## src/rtl/mtr_drv_pkg.sv

```systemverilog
// Shared constants and helpers for the multi-channel H-bridge motor driver.
package mtr_drv_pkg;

  localparam int W_DEF    = 11;
  localparam int SLEW_DEF = 64;
  localparam int DEAD_DEF = 4;

  typedef logic [W_DEF-1:0] duty_t;

  // Offset-binary zero point: the duty that represents a commanded speed of 0.
  function automatic logic [31:0] mid_duty(input int w);
    return 32'd1 << (w - 1);
  endfunction

endpackage

```

## src/rtl/mtr_pwm_ch.sv

```systemverilog
// One motor channel: boundary-gated slew-limited duty, PWM compare and
// dead-time insertion on the complementary pair.
module mtr_pwm_ch
  import mtr_drv_pkg::*;
#(
  parameter int W    = W_DEF,
  parameter int SLEW = SLEW_DEF,
  parameter int DEAD = DEAD_DEF
) (
  input  logic         clk,
  input  logic         rst,
  input  logic         en,
  input  logic         bnd,
  input  logic [W-1:0] cnt,
  input  logic [W-1:0] spd,
  output logic         pwm_p,
  output logic         pwm_n,
  output logic [W-1:0] duty_q
);

  localparam logic [W-1:0]        MID    = W'(mid_duty(W));
  localparam logic signed [W:0]   SLEW_S = (W+1)'(SLEW);
  localparam logic [W-1:0]        SLEW_U = W'(SLEW);
  localparam logic [7:0]          DEAD_C = 8'(DEAD);

  logic [W-1:0]      duty;
  logic [W-1:0]      tgt;
  logic [W-1:0]      duty_nxt;
  logic signed [W:0] diff;
  logic              raw_p;
  logic              raw_n;
  logic [7:0]        dc_p;
  logic [7:0]        dc_n;

  // Signed speed to offset-binary duty is just an MSB flip.
  assign tgt  = {~spd[W-1], spd[W-2:0]};
  assign diff = $signed({1'b0, tgt}) - $signed({1'b0, duty});

  always_comb begin
    duty_nxt = tgt;
    if (diff > SLEW_S)
      duty_nxt = duty + SLEW_U;
    else if (diff < -SLEW_S)
      duty_nxt = duty - SLEW_U;
  end

  assign raw_p = (cnt < duty);
  assign raw_n = ~raw_p;

  // A dead counter that has reached DEAD means its raw level has been high
  // long enough for the opposite switch to have turned off.
  always_ff @(posedge clk) begin
    if (rst || !en) begin
      duty  <= MID;
      dc_p  <= 8'd0;
      dc_n  <= 8'd0;
      pwm_p <= 1'b0;
      pwm_n <= 1'b0;
    end else begin
      if (bnd)
        duty <= duty_nxt;
      dc_p  <= raw_p ? ((dc_p == DEAD_C) ? dc_p : dc_p + 8'd1) : 8'd0;
      dc_n  <= raw_n ? ((dc_n == DEAD_C) ? dc_n : dc_n + 8'd1) : 8'd0;
      pwm_p <= raw_p && (dc_p == DEAD_C);
      pwm_n <= raw_n && (dc_n == DEAD_C);
    end
  end

  assign duty_q = duty;

endmodule

```

## src/rtl/mtr_drv_ch.sv

```systemverilog
// Multi-channel H-bridge driver: shared period counter and boundary strobe,
// one mtr_pwm_ch per motor channel.
module mtr_drv_ch
  import mtr_drv_pkg::*;
#(
  parameter int NCH  = 2,
  parameter int W    = W_DEF,
  parameter int SLEW = SLEW_DEF,
  parameter int DEAD = DEAD_DEF
) (
  input  logic             clk,
  input  logic             rst,
  input  logic             en,
  input  logic [NCH*W-1:0] spd,
  output logic [NCH-1:0]   pwm_p,
  output logic [NCH-1:0]   pwm_n,
  output logic [NCH*W-1:0] duty_q,
  output logic             prd_strb
);

  localparam logic [W-1:0] CNT_MAX = '1;
  localparam logic [W-1:0] CNT_PRE = CNT_MAX - W'(1);

  logic [W-1:0] cnt;
  logic         bnd;

  assign bnd = (cnt == CNT_MAX);

  // prd_strb is registered one cycle early so it lines up with cnt == max.
  always_ff @(posedge clk) begin
    if (rst) begin
      cnt      <= '0;
      prd_strb <= 1'b0;
    end else begin
      cnt      <= cnt + W'(1);
      prd_strb <= (cnt == CNT_PRE);
    end
  end

  for (genvar i = 0; i < NCH; i++) begin : g_ch
    mtr_pwm_ch #(
      .W    (W),
      .SLEW (SLEW),
      .DEAD (DEAD)
    ) u_ch (
      .clk    (clk),
      .rst    (rst),
      .en     (en),
      .bnd    (bnd),
      .cnt    (cnt),
      .spd    (spd[i*W +: W]),
      .pwm_p  (pwm_p[i]),
      .pwm_n  (pwm_n[i]),
      .duty_q (duty_q[i*W +: W])
    );
  end

endmodule

```

## config.mk

```make
export PLATFORM = sky130hd
export DESIGN_NAME = mtr_drv_ch
export DESIGN_NICKNAME = d
export VERILOG_FILES = /design/src/rtl/mtr_drv_pkg.sv /design/src/rtl/mtr_pwm_ch.sv /design/src/rtl/mtr_drv_ch.sv
export SDC_FILE = /design/constraint.sdc
export NUM_CORES = 1
export LEC_CHECK = 0
export CAP_MARGIN = 30
export CORE_MARGIN = 1
export CORE_UTILIZATION = 58
export DETAILED_ROUTE_END_ITERATION = 8
export GPL_ROUTABILITY_DRIVEN = 0
export GPL_TIMING_DRIVEN = 1
export HOLD_SLACK_MARGIN = 0.08
export PLACE_DENSITY = 0.8
export SYNTH_ARGS = -nofsm -noshare
export SYNTH_HDL_FRONTEND = slang
export SYNTH_HIERARCHICAL = 1
export SYNTH_SLANG_ARGS = --single-unit
```

## constraint.sdc

```tcl
create_clock -name clk -period 4 [get_ports clk]
set_clock_uncertainty 0.15 [all_clocks]
set_input_delay 0.8 -clock clk [delete_from_list [all_inputs] [get_ports clk]]
set_output_delay 0.8 -clock clk [all_outputs]
set_load 0.05 [all_outputs]
```

==> impl_metrics.toml <==
[detailed_routing]
via_count = 4701
wl_per_cell_um = 14.6
ant_nets = 0
firstDrtPassIters = 5
drt_iter0_markers = 253
drc = 0
via_per_inst = 5.84
wirelength_um = 11800

[pwr]
p_clk_share_pct = 38.1
ir_drop_mv = 0.276
p_sw_share_pct = 27.4
total_power_uw = 1550
p_int_uw = 1120
combPwrFrac_pct = 16.1
pwr_density_cell_nw_per_um2 = 255
seqPwrFrac_pct = 45.8
leakagePower_uw = 0.00236
p_switching_uw = 424

[clocking]
cts_setup_buffers = 0
cts_sinks = 70
cts_tree = "done"
cts.repair.resized = 0
clock_path_buffers = 2
clkLatencyLatePin_ns = 0.35
numCtsBuffers = 9
ctsHoldBuffers = 0
cts-htree-levels = 3
cts_root_buffer = "clkbuf_8"
cts.reportedPaths.clkPinSlew_ns = 0.08

[global_route]
antenna_found_initial = 0
grtUsageTotal_pct = 26.6
grt_pass1_vias = 4397
grt_max_degree = 28
grt_pass1_wl_um = 19400
overflow = 0

[sta]
worst_pin_slew_ns = 1.01
setup_viol = 0
slew_violations = 0
tns_ns = 0
maxSlewHeadroom_pct = 32.6
rsz0062_at_grt = "no"
hold_ws_ns = 0.330
max_freq_mhz = 264
fin_crit_ns = 3.78
finalCritPeriodShare_pct = 94.5
finalHoldViolCount = 0

[layout]
syn2layout_area_growth_pct = 17.7
layout-drive-gt1-share_pct = 9.04
finalNonFillerCells = 805
final_nets = 775
diodes = 0
fillers = 704
layout_commonest_cell = "dfxtp_1"
layout_common_cells = "dfxtp_1, ha_1, nor2_1"

[placed_design]
dp_hpwl_um = 8990
io_buffers = 51
post-place-cells = 789

[setup_path]
crit_arrival_ns = 3.87
endpoint_kind = "flop"
cp_max_fo = 4
critical_path_required_ns = 4.09
path_class = "primary input to flop"
crit_start = "spd[0]"
crit_path_start_kind = "primary input"
reg2reg_depth = 10
regToRegStartpoint = "g_ch[0].u_ch/duty_q[6]"

[synthesis]
synth_area_um2 = 5160
async_flop_share_pct = 0
avgSynthCellArea_um2 = 8.22
synth_top_area_share_pct = 27.1
syn_inst = 628
synth_flop_cell = "dfxtp_1"
synth_cell_types = 81
synth_top_cell_by_area = "dfxtp_1"
ys_top_cells_by_area = "dfxtp_1, ha_1, xnor2_1"
ys_warn_count = 6
synth_fp_nets = 711
postSynthRegisterBits = 70
synth-edff-count = 0
seq_area_frac_synth_pct = 27.1

[run]
maxCapViolations = 0

[min_path]
hold-path-cell-count = 2
hold_start = "g_ch[1].u_ch/duty_q[5]"
min_path_type = "flop to flop"

[die]
die_area_um2 = 9280
num_rows = 34
core_area_um2 = 8680
start_util_pct = 59.5
fp.dieH_um = 96.4
die_w_um = 96.4
ios = 52

[outcome]
status = "finished clean"
## through the flow
step	utilization (%)	setup slack (ns)	cell area (um^2)
CTS	70.1	0.226	6080
global placement	67.7	-0.0452	5870
global route	70.1	0.0570	6080
finish	70.1	0.219	6080
floorplan	-	0.402	5160
detailed placement	67.7	-0.153	5870
## worst paths after layout
path | slack, ns | to
worst max-delay path | 0.22 | g_ch[0].u_ch/duty_q[9]
worst min-delay path | 0.33 | g_ch[1].u_ch/duty_q[5]
worst max register to register | 0.55 | g_ch[0].u_ch/duty_q[9]
worst min register to register | 0.33 | g_ch[1].u_ch/duty_q[5]
## area by class of cell
cell class / instances / area (um^2) / area share, %
Multi-Input combinational cell: 492 / 3490 / 57.5
Sequential cell: 70 / 1400 / 23.0
Timing Repair Buffer: 68 / 651 / 10.7
Inverter: 51 / 191 / 3.15
Clock buffer: 10 / 138 / 2.26
Tap cell: 108 / 135 / 2.22
Clock inverter: 6 / 68.8 / 1.13
## cells by family after synthesis
family,synth area share [%]
AND/OR/NAND/NOR,22.6
AO/OA/AOI/OAI,20.1
flip-flops,27.1
buffers and inverters,5.19
adder cells (fa/ha/maj),14.3
XOR/XNOR,7.80
multiplexers,2.83
## metal layers
metal	track usage, %	wire (um)	vias up
li1	-	-	2376
met1	33.3	5480	2183
met2	44.6	5560	120
met3	5.69	534	22
met4	9.93	182	0
met5	0	0	-
## worst max-delay path, stage by stage
cell	delay, ns
clkdlybuf4s50_1	0.48
inv_1	0.06
ha_1	0.21
fa_1	0.38
and2b_1	0.22
o2111ai_1	0.13
a21o_2	0.24
o211a_1	0.13
or4_4	0.57
o21ai_4	0.20
o221ai_2	0.11
o31a_1	0.32
## synthesized netlist by cell type (all sizes together), types with 3 or more instances
cell type,count
o31ai,5
a211o,4
a31oi,3
xnor2,30
clkbuf,11
nor2,54
a21o,13
dfxtp,70
xor2,16
ha,56
nor4b,6
and3,12
nand2,41
o221a,3
nand3,38
nand4,7
o21a,4
a21oi,45
nand2b,11
inv,51
o21ai,40
or3,7
o31a,3
o22ai,3
nor4,4
nor3,20
a211oi,3
or4,6
o2111ai,4
mux2i,12
o211ai,3
buf,4
nor2b,6
## registers in the layout (all words and copies together), names as in the netlist
signal / cells
g_ch.u_ch/duty_q: 22
g_ch.u_ch/pwm_p: 2
cnt: 11
g_ch.u_ch/dc_n: 16
g_ch.u_ch/dc_p: 16
prd_strb: 1
g_ch.u_ch/pwm_n: 2
## power by group through the flow
stage	registers, uW	logic, uW	clock network (uW)
5_1_grt	710	273	635
3_5_place_dp	726	243	0
2_1_floorplan	724	168	0
6_report	709	249	590
3_3_place_gp	725	235	0
4_1_cts	709	245	604
Power figures use the tool's default switching activity.
